`config.mk`:
```
export PLATFORM = sky130hd
export DESIGN_NAME = melody_sequencer
export DESIGN_NICKNAME = d
export VERILOG_FILES = /design/src/rtl/melody_sequencer.sv
export SDC_FILE = /design/constraint.sdc
export NUM_CORES = 1
export LEC_CHECK = 0
export CAP_MARGIN = 20
export CELL_PAD_IN_SITES_DETAIL_PLACEMENT = 1
export CELL_PAD_IN_SITES_GLOBAL_PLACEMENT = 2
export CORE_ASPECT_RATIO = 0.9
export CORE_MARGIN = 8
export CORE_UTILIZATION = 38
export CTS_BUF_LIST = sky130_fd_sc_hd__clkbuf_4
export CTS_CLUSTER_DIAMETER = 60
export DETAILED_ROUTE_END_ITERATION = 10
export PLACE_DENSITY_LB_ADDON = 0.1
export REMOVE_ABC_BUFFERS = 1
export SLEW_MARGIN = 20
export SYNTH_ARGS = -nofsm -noshare
export SYNTH_HDL_FRONTEND = slang
export SYNTH_SLANG_ARGS = --single-unit
export TNS_END_PERCENT = 10
```
`constraint.sdc`:
```
create_clock -name clk -period 5.65 [get_ports clk]
set_input_delay 1.13 -clock clk [delete_from_list [all_inputs] [get_ports clk]]
set_output_delay 1.13 -clock clk [all_outputs]
set_load 0.005 [all_outputs]
```
`src/rtl/melody_sequencer.sv`:
```
// melody_sequencer: steps through a note score held in an external
// synchronous ROM, one note per TEMPO_DIV clock cycles, with song select,
// programmable length, start/stop/pause and optional looping.
module melody_sequencer #(
    parameter int NOTE_W    = 5,
    parameter int STEP_W    = 7,
    parameter int SONG_W    = 2,
    parameter int TEMPO_DIV = 5000000,
    parameter int REST_CODE = 25
) (
    input  logic                     clk,
    input  logic                     reset,
    input  logic                     start,
    input  logic                     stop,
    input  logic                     pause,
    input  logic                     loop_en,
    input  logic [SONG_W-1:0]        song_sel,
    input  logic [STEP_W-1:0]        last_step,
    output logic [SONG_W+STEP_W-1:0] rom_addr,
    input  logic [NOTE_W-1:0]        rom_data,
    output logic [NOTE_W-1:0]        note,
    output logic                     note_valid,
    output logic [STEP_W-1:0]        step,
    output logic                     step_tick,
    output logic                     busy,
    output logic                     done
);

    localparam int TICK_W = (TEMPO_DIV > 2) ? $clog2(TEMPO_DIV) : 1;
    localparam logic [TICK_W-1:0] TICK_LAST = TICK_W'(TEMPO_DIV - 1);
    localparam logic [NOTE_W-1:0] REST      = NOTE_W'(REST_CODE);

    localparam logic [1:0] S_IDLE   = 2'd0;
    localparam logic [1:0] S_PRIME0 = 2'd1;
    localparam logic [1:0] S_PRIME1 = 2'd2;
    localparam logic [1:0] S_PLAY   = 2'd3;

    logic [1:0]               state_q, state_d;
    logic [TICK_W-1:0]        tick_q, tick_d;
    logic [SONG_W-1:0]        song_q, song_d;
    logic [STEP_W-1:0]        last_q, last_d;
    logic [SONG_W+STEP_W-1:0] rom_addr_q, rom_addr_d;
    logic [NOTE_W-1:0]        note_q, note_d;
    logic                     note_valid_q, note_valid_d;
    logic [STEP_W-1:0]        step_q, step_d;
    logic                     step_tick_q, step_tick_d;
    logic                     done_q, done_d;

    // Successor of a step within the latched song length (wraps to 0).
    function automatic logic [STEP_W-1:0] next_step(input logic [STEP_W-1:0] s,
                                                    input logic [STEP_W-1:0] lst);
        return (s == lst) ? '0 : s + 1'b1;
    endfunction

    logic [STEP_W-1:0] step_nx;
    assign step_nx = next_step(step_q, last_q);

    // Next-state logic: stop overrides everything outside IDLE; the ROM
    // address always runs one step ahead of the note being played.
    always_comb begin
        state_d      = state_q;
        tick_d       = tick_q;
        song_d       = song_q;
        last_d       = last_q;
        rom_addr_d   = rom_addr_q;
        note_d       = note_q;
        note_valid_d = note_valid_q;
        step_d       = step_q;
        step_tick_d  = 1'b0;
        done_d       = 1'b0;
        if (state_q == S_IDLE) begin
            if (start && !stop) begin
                song_d     = song_sel;
                last_d     = last_step;
                rom_addr_d = {song_sel, {STEP_W{1'b0}}};
                step_d     = '0;
                state_d    = S_PRIME0;
            end
        end else if (stop) begin
            state_d      = S_IDLE;
            note_d       = REST;
            note_valid_d = 1'b0;
            tick_d       = '0;
        end else begin
            case (state_q)
                S_PRIME0: state_d = S_PRIME1;
                S_PRIME1: begin
                    note_d       = rom_data;
                    note_valid_d = 1'b1;
                    step_tick_d  = 1'b1;
                    tick_d       = '0;
                    rom_addr_d   = {song_q, step_nx};
                    state_d      = S_PLAY;
                end
                S_PLAY: begin
                    if (!pause) begin
                        if (tick_q != TICK_LAST) begin
                            tick_d = tick_q + 1'b1;
                        end else if (step_q != last_q || loop_en) begin
                            note_d      = rom_data;
                            step_d      = step_nx;
                            step_tick_d = 1'b1;
                            tick_d      = '0;
                            rom_addr_d  = {song_q, next_step(step_nx, last_q)};
                        end else begin
                            note_d       = REST;
                            note_valid_d = 1'b0;
                            done_d       = 1'b1;
                            tick_d       = '0;
                            state_d      = S_IDLE;
                        end
                    end
                end
                default: state_d = S_IDLE;
            endcase
        end
    end

    // State registers with asynchronous reset to the silent IDLE state.
    always_ff @(posedge clk or posedge reset) begin
        if (reset) begin
            state_q      <= S_IDLE;
            tick_q       <= '0;
            song_q       <= '0;
            last_q       <= '0;
            rom_addr_q   <= '0;
            note_q       <= REST;
            note_valid_q <= 1'b0;
            step_q       <= '0;
            step_tick_q  <= 1'b0;
            done_q       <= 1'b0;
        end else begin
            state_q      <= state_d;
            tick_q       <= tick_d;
            song_q       <= song_d;
            last_q       <= last_d;
            rom_addr_q   <= rom_addr_d;
            note_q       <= note_d;
            note_valid_q <= note_valid_d;
            step_q       <= step_d;
            step_tick_q  <= step_tick_d;
            done_q       <= done_d;
        end
    end

    assign rom_addr   = rom_addr_q;
    assign note       = note_q;
    assign note_valid = note_valid_q;
    assign step       = step_q;
    assign step_tick  = step_tick_q;
    assign done       = done_q;
    assign busy       = (state_q != S_IDLE);

endmodule

```
==> results of run 1 <==
-- Yosys cell counts, types with 3 or more instances --
| cell | n | area, um^2 |
|---|---|---|
| o22ai_1 | 3 | 18.8 |
| nand2_1 | 32 | 120 |
| inv_1 | 11 | 41.3 |
| a21o_1 | 3 | 22.5 |
| or3_1 | 4 | 25.0 |
| dfrtp_1 | 55 | 1380 |
| o21ai_0 | 19 | 95.1 |
| nor4_1 | 8 | 50.1 |
| nor2b_1 | 9 | 56.3 |
| a22o_2 | 4 | 40.0 |
| clkbuf_1 | 8 | 30.0 |
| ha_1 | 8 | 100 |
| dfstp_2 | 3 | 78.8 |
| xnor2_1 | 15 | 131 |
| o211ai_1 | 3 | 22.5 |
| nand4_1 | 11 | 68.8 |
| and3_1 | 4 | 25.0 |
| o41ai_1 | 3 | 26.3 |
| xor2_1 | 19 | 166 |
| o22a_1 | 3 | 26.3 |
| a22o_1 | 5 | 43.8 |
| nor2_1 | 29 | 109 |
| nand3_1 | 19 | 95.1 |
| nor3_1 | 8 | 40.0 |
| a21oi_1 | 6 | 30.0 |
| o31ai_1 | 6 | 45.0 |
| mux2_2 | 15 | 169 |
| buf_2 | 6 | 30.0 |
| nand2b_1 | 3 | 18.8 |
-- registers in the layout, summed over array words and instances (netlist names) --
| signal | cells |
|---|---|
| rom_addr | 9 |
| done | 1 |
| last_q | 7 |
| step | 7 |
| note | 5 |
| tick_q | 23 |
| step_tick | 1 |
| song_q | 2 |
| note_valid | 1 |
| state_q | 2 |
-- power by group through the flow --
stage	clock, mW	combinational (mW)	sequential (mW)
after CTS	0.264	0.696	0.638
final	0.249	0.683	0.637
after global routing	0.279	0.765	0.657
after floorplan	0	0.432	0.613
after global placement	0	0.679	0.642
after detailed placement	0	0.692	0.646
-- worst paths after layout --
path / slack, ns / depth (start not counted) / from / to
min in group asynchronous: 1.27 / 3 / reset / song_q[0]
max reg2reg: 2.72 / 7 / step[0] / rom_addr[0]
min: 0.51 / 1 / rom_addr[7] / rom_addr[7]
min reg2reg: 0.51 / 1 / rom_addr[7] / rom_addr[7]
max in group asynchronous: 3.86 / 3 / reset / last_q[0]
max: 2.34 / 4 / state_q[0] / busy
-- layout by cell type (no fill, tap or decap), types with 15 or more instances in the layout --
master / instances
xor2_1: 19
clkdlybuf4s50_1: 44
o21ai_0: 19
nor2_1: 29
nand3_1: 19
nand2_1: 32
dfrtp_1: 55
xnor2_1: 15
mux2_2: 15
-- layout make-up --
type,count,area [um^2],share of cell area [%]
clock buffer,11,82.6,2.06
clock inverter,5,23.8,0.593
inverter,12,45.0,1.12
multi-input combinational,269,1800,44.8
sequential,58,1460,36.3
tap,119,149,3.72
timing repair buffer,46,455,11.4
-- layer usage --
metal	global-route usage (%)	vias up	part of all wire (%)
li1	-	1367	-
met1	22.5	1422	50
met2	23.7	66	44
met3	3.99	7	4.7
met4	6.00	0	0.95
met5	0	-	0
-- kinds of logic after synthesis --
logic type,Yosys count,synth area share [%]
muxes,17,5.61
adders and majority gates,8,2.97
xor gates and xnor gates,34,8.83
DFF,58,43.2
and+or+nand+nor,142,21.6
buffers and inverters,28,3.56
AOI/OAI and AO/OA,68,14.3
-- stage by stage --
stage | power (mW) | cells | setup slack, ns | area, um^2
global route | 1.70 | 520 | 2.21 | 4010
CTS | 1.60 | 520 | 2.31 | 4010
detailed placement | 1.34 | 504 | 2.10 | 3900
finish | 1.57 | 520 | 2.34 | 4010
floorplan | 1.05 | 339 | 3.09 | 3300
global placement | 1.32 | 504 | 2.16 | 3900
-- critical path: cells and delay by family (launching register included) --
family                     cells  cell delay, ns
buffers and inverters          3            0.76
adders and majority gates      1            0.59
DFF                            1            0.43
==> results_dict.tcl, run 1 <==
set metrics [dict create \
    p_seq_share_pct 40.6 \
    power_density_nw_per_um2 392 \
    grt_pass1_wl_um 15700 \
    ys_types 53 \
    ys_seq_area_share_pct 43.2 \
    critical_path_peak_fanout 16 \
    cts_hold_buf 0 \
    crit_type "register to output pin" \
    path_cells "inv_1 -> ha_1 -> inv_1 -> clkdlybuf4s50_1" \
    drtIter0Drc 106 \
    async_flop_share_pct 100 \
    worstHoldPathType "register to register" \
    die-height_um 105 \
    sw_frac_of_total_pct 39.8 \
    insertion_delay_ns 0.40 \
    clkTransAtPathRegs_ns 0.10 \
    drt_pre_antenna_iters 5 \
    syn-cell-area_um2 3370 \
    max_slew_margin_pct 43.1 \
    leakagePower_nw 1.61 \
    post_drt_wl_per_cell_um 17.6 \
    status "finished clean" \
    ant_nets 0 \
    hpwl_um 6750 \
    drv_cap 0 \
    n_fill_cell 1013 \
    end_kind "output pin" \
    nets 424 \
    grt_overflow_total 0 \
    clock_path_buffers 2 \
    comb_power_share_pct 43.5 \
    synth-edff-count 0 \
    area_growth_pct 18.9 \
    finalHoldViolCount 0 \
    wl_um 9140 \
    htreeDepth 3 \
    fin_worst_skew_ns 0.0158 \
    arrival_ns 2.18 \
    slew_violations 0 \
    tns_ns 0 \
    diodes 0 \
    worstPathRequired_ns 4.52 \
    setup_viol 0 \
    crit_slowest_cell "ha_1" \
    initial_utilization_pct 39.2 \
    drc 0 \
    fmax_mhz 302 \
    slowest_delay_ns 0.59 \
    grt_max_degree 59 \
    num_vias 2862 \
    clkSinkCount 58 \
    hold_ws_ns 0.512 \
    syn_inst 355 \
    drive_above_1_share_pct 10.7 \
    post-route-min-period_ns 3.31 \
    start_kind "register" \
    final_util_pct 46.5 \
    yosys_warnings 0 \
    grt.total_usage_pct 16.2 \
    cts_tree "done" \
    core_area_um2 8610 \
    rows 32 \
    peakVddDrop_v 0.000191 \
    antenna_found_initial 0 \
    pwr-share-clk_pct 15.9 \
    synthFlopType "dfrtp_1" \
    intPower_mw 0.945 \
    cp_common_cell "inv_1" \
    cts_resized 0 \
    p_sw_mw 0.624 \
    die_area_um2 12100 \
    gp_congestion 0.795 \
    port_buffers 44 \
    synth-seq-cells 58 \
    numCtsBuffers 9 \
    avgSynthCellArea_um2 9.50 \
    cts_setup_buffers 0 \
    rsz0062_at_grt "false" \
    root_buffer "clkbuf_4" \
    worstMarginPinSlew_ns 0.845 \
    grt_pass1_vias 3034 \
    pin_count 45 \
    viasPerCell 5.50 \
    post-route-period-util_pct 58.5 \
    die_w_um 115 \
]
No activity file was read; power rests on OpenSTA's default activity.
==> run 2, diff against run 1 <==
--- a/config.mk
+++ b/config.mk
@@ -10,7 +10,7 @@
 export CELL_PAD_IN_SITES_GLOBAL_PLACEMENT = 2
 export CORE_ASPECT_RATIO = 0.9
 export CORE_MARGIN = 8
-export CORE_UTILIZATION = 38
+export CORE_UTILIZATION = 36
 export CTS_BUF_LIST = sky130_fd_sc_hd__clkbuf_4
 export CTS_CLUSTER_DIAMETER = 60
 export DETAILED_ROUTE_END_ITERATION = 10
==> constraint.sdc (replaced) <==
create_clock -name clk -period 3.4 [get_ports clk]
set_input_delay 0.68 -clock clk [delete_from_list [all_inputs] [get_ports clk]]
set_output_delay 0.68 -clock clk [all_outputs]
set_load 0.005 [all_outputs]
==> results_dict.tcl, run 2 (synthesized netlist as in run 1, its figures left out) <==
set metrics [dict create \
    arrival_ns 3.07 \
    n_fill_cell 1036 \
    die_area_um2 12700 \
    viasPerCell 5.34 \
    max_slew_margin_pct 46.3 \
    slew_violations 0 \
    setup_viol 0 \
    regMostFlops "tick_q" \
    grt_overflow_total 0 \
    port_buffers 44 \
    die_w_um 118 \
    initial_utilization_pct 36.9 \
    fmax_mhz 357 \
    grt_pass1_vias 2998 \
    area_growth_pct 22.7 \
    slowest_delay_ns 0.63 \
    start_kind "register" \
    gp_congestion 0.764 \
    drt_pre_antenna_iters 4 \
    crit_type "register to register" \
    post-route-period-util_pct 82.4 \
    largest_reg_flops 23 \
    cts_hold_buf 0 \
    numCtsBuffers 9 \
    diodes 0 \
    root_buffer "clkbuf_4" \
    regToRegEndpoint "rom_addr[2]" \
    drive_above_1_share_pct 13.4 \
    met1_usage_pct 22.1 \
    core_area_um2 9130 \
    r2r_slack_ns 0.60 \
    power_density_nw_per_um2 683 \
    grtUsageMet3_pct 3.46 \
    cts_resized 0 \
    whs_path_depth 1 \
    rsz0062_at_grt "false" \
    leakagePower_nw 1.68 \
    pin_count 45 \
    die-height_um 108 \
    htreeDepth 3 \
    cts_tree "done" \
    grt_pass1_wl_um 16100 \
    num_vias 2847 \
    grt_busiest_layer "met2" \
    worstPathRequired_ns 3.67 \
    r2r_start "step[0]" \
    worstMarginPinSlew_ns 0.802 \
    post-route-min-period_ns 2.80 \
    grt_max_degree 59 \
    path_cells "ha_1 -> nand3_1 -> xor2_1 -> a21o_1 -> nor4_1 -> a211oi_1 -> a22o_1" \
    final_util_pct 45.3 \
    post_drt_wl_per_cell_um 17.5 \
    clock_path_buffers 2 \
    power.total_mw 2.82 \
    cts_setup_buffers 0 \
    ant_nets 0 \
    drtIter0Drc 128 \
    min_from "rom_addr[8]" \
    rows 33 \
    r2r_cells 7 \
    wl_um 9350 \
    tns_ns 0 \
    fin_worst_skew_ns 0.0231 \
    crit_slowest_cell "nor4_1" \
    status "finished clean" \
    final_common_cell "dfrtp_1" \
    clkSinkCount 58 \
    worstHoldPathType "register to register" \
    drv_cap 0 \
    clkTransAtPathRegs_ns 0.11 \
    critical_path_peak_fanout 11 \
    worstHoldEndpoint "rom_addr[8]" \
    grt.total_usage_pct 15.6 \
    drc 0 \
    end_kind "register" \
    finalHoldViolCount 0 \
    hpwl_um 6920 \
    stdcell_count 533 \
    antenna_found_initial 0 \
    nets 434 \
    layout_common_cells "dfrtp_1, clkdlybuf4s50_1, nand2_1, nor2_1" \
    peakVddDrop_v 0.000372 \
    use_met2_pct 23.3 \
    insertion_delay_ns 0.40 \
    place_inst 517 \
    hold_ws_ns 0.515 \
]
## run 2: cell types whose count changed in the layout (fill, tap and decap cells not counted), sizes merged
cell / change
buf: +10
bufinv: +2
clkbuf: -1
clkinv: -1
## run 2: how the worst max path moves through the flow
stage | startpoint | endpoint | slack, ns | cells after the start
2_1_floorplan | step[0] | rom_addr[6] | 0.94 | 10
3_3_place_gp | stop | rom_addr[1] | 0.61 | 7
3_5_place_dp | stop | rom_addr[2] | 0.47 | 7
4_1_cts | state_q[0] | busy | 0.54 | 4
5_1_grt | state_q[1] | rom_addr[1] | 0.38 | 8
6_report | step[0] | rom_addr[2] | 0.60 | 7
## run 2: layout make-up
| cell class | instances | area, um^2 | share of cell area [%] |
|---|---|---|---|
| timing repair buffer | 56 | 531 | 12.8 |
| clock inverter | 6 | 81.3 | 1.97 |
| clock buffer | 10 | 75.1 | 1.82 |
| sequential | 58 | 1460 | 35.2 |
| inverter | 12 | 45.0 | 1.09 |
| tap | 122 | 153 | 3.69 |
| multi-input combinational | 269 | 1800 | 43.4 |
## run 2: critical path: cells and delay by family (launching register included)
family / cells / cell delay [ns]
AND/OR/NAND/NOR: 2 / 0.78
adder cells (fa/ha/maj): 1 / 0.45
flip-flops: 1 / 0.49
XOR/XNOR: 1 / 0.24
AO/OA/AOI/OAI: 3 / 0.73
## run 2: metrics by stage
step                worst slack, ns  cell area [um^2]
floorplan                     0.944              3300
global placement              0.605              3980
detailed placement            0.469              3980
CTS                           0.543              4140
global route                  0.380              4140
finish                        0.599              4140
## run 2: routing by layer
layer / wire length [um] / vias up
met3: 304 / 8
met5: 0 / -
met1: 4970 / 1406
li1: - / 1388
met4: 80 / 0
met2: 3990 / 45
## run 2: power by group
| part | total (mW) | internal [mW] | switching (mW) | leakage, nW |
|---|---|---|---|---|
| combinational | 1.22 | 0.595 | 0.620 | 0.832 |
| sequential | 1.04 | 0.850 | 0.188 | 0.769 |
| clock | 0.571 | 0.302 | 0.269 | 0.0838 |
==> run 3, diff against run 2 <==
==> constraint.sdc (replaced) <==
create_clock -name clk -period 2.8 [get_ports clk]
set_input_delay 0.56 -clock clk [delete_from_list [all_inputs] [get_ports clk]]
set_output_delay 0.56 -clock clk [all_outputs]
set_load 0.005 [all_outputs]
==> results_dict.tcl, run 3 (synthesized netlist as in run 1, its figures left out) <==
set metrics [dict create \
    power_density_nw_per_um2 838 \
    nets 448 \
    final_common_cell "dfrtp_1" \
    rows 33 \
    fmax_mhz 397 \
    gp_congestion 0.779 \
    max_slew_margin_pct 45.4 \
    clkTransAtPathRegs_ns 0.11 \
    drt_pre_antenna_iters 4 \
    finalHoldViolCount 0 \
    start_kind "register" \
    crit_slowest_cell "or4_1" \
    fin_worst_skew_ns 0.0137 \
    fin_area_um2 4260 \
    drtIter0Drc 134 \
    cp.depth 7 \
    core_area_um2 9130 \
    slew_violations 0 \
    path_cells "ha_1 -> and3_1 -> nand3_1 -> or4_1 -> buf_4 -> nand3_1 -> o21ai_0" \
    drc 0 \
    grt_pass1_vias 3039 \
    largest_reg_flops 23 \
    hold_ws_ns 0.496 \
    place_area_um2 4080 \
    final_util_pct 46.7 \
    cp_common_cell "nand3_1" \
    peakVddDrop_v 0.000403 \
    num_vias 2865 \
    drv_cap 0 \
    cts_tree "done" \
    htreeDepth 3 \
    setup_viol 0 \
    insertion_delay_ns 0.40 \
    die_area_um2 12700 \
    arrival_ns 2.79 \
    drive_above_1_share_pct 16.0 \
    area_growth_pct 26.4 \
    stdcell_count 547 \
    port_buffers 44 \
    worstPathRequired_ns 3.07 \
    place_inst 531 \
    diodes 0 \
    crit_type "register to register" \
    regMostFlops "tick_q" \
    slowest_delay_ns 0.64 \
    wl_um 9500 \
    rsz0062_at_grt "false" \
    root_buffer "clkbuf_4" \
    die-height_um 108 \
    antenna_found_initial 0 \
    grt_max_degree 24 \
    cts_resized 0 \
    critical_path_peak_fanout 8 \
    layout_common_cells "dfrtp_1, clkdlybuf4s50_1, nand2_1, nor2_1, buf_4" \
    worstHoldPathType "primary input to asynchronous set/reset pin" \
    initial_utilization_pct 36.9 \
    grt_pass1_wl_um 16400 \
    status "finished clean" \
    leakagePower_nw 1.76 \
    post-route-period-util_pct 90.0 \
    numCtsBuffers 9 \
    hpwl_um 7250 \
    ant_nets 0 \
    critPathTopFamily "simple AND/OR/NAND/NOR gates" \
    tns_ns 0 \
    cts_hold_buf 0 \
    pin_count 45 \
    clkSinkCount 58 \
    viasPerCell 5.24 \
    die_w_um 118 \
    grt_overflow_total 0 \
    r2r_cells 7 \
    post-route-min-period_ns 2.52 \
    post_drt_wl_per_cell_um 17.4 \
    end_kind "register" \
    worstMarginPinSlew_ns 0.816 \
    path_buf_inv 1 \
    cts_setup_buffers 0 \
    grt.total_usage_pct 15.8 \
    clock_path_buffers 2 \
]
## run 3: changes by cell type in the layout (fill, tap and decap cells not counted)
cell and delta:
buf_4 +14, clkbuf_4 -1, bufinv_16 +1, clkinvlp_4 -1, clkinv_1 +1
## run 3: cell type report
class	count	area [um^2]
Clock buffer	9	67.6
Sequential cell	58	1460
Fill cell	1070	4870
Inverter	12	45.0
Timing Repair Buffer	70	636
Multi-Input combinational cell	269	1800
Tap cell	122	153
Clock inverter	7	108
## run 3: final timing paths
path                            startpoint        end  slack [ns]
worst min register to register   tick_q[8]  tick_q[8]        0.51
min in group clk                 tick_q[8]  tick_q[8]        0.51
worst min-delay path                 reset  tick_q[9]        0.50
worst max register to register   tick_q[0]  tick_q[2]        0.28
worst max-delay path             tick_q[0]  tick_q[2]        0.28
max in group asynchronous            reset  last_q[4]        1.66
## run 3: metal layers
metal | vias up | track usage, % | part of all wire, %
met4 | 0 | 3.84 | 0.54
met5 | - | 0 | 0
met1 | 1407 | 21.9 | 52
met3 | 4 | 4.51 | 3.7
li1 | 1409 | - | -
met2 | 45 | 23.9 | 43
## run 3: metrics by stage
stage	setup slack, ns	power [mW]
after CTS	0.246	3.62
after floorplan	0.344	2.11
after detailed placement	0.0614	2.82
final	0.279	3.57
after global routing	0.0404	3.84
after global placement	0.180	2.79
## run 3: report_power, final
group | switching, mW | internal (mW)
Combinational | 0.799 | 0.775
Clock | 0.331 | 0.443
Sequential | 0.190 | 1.03
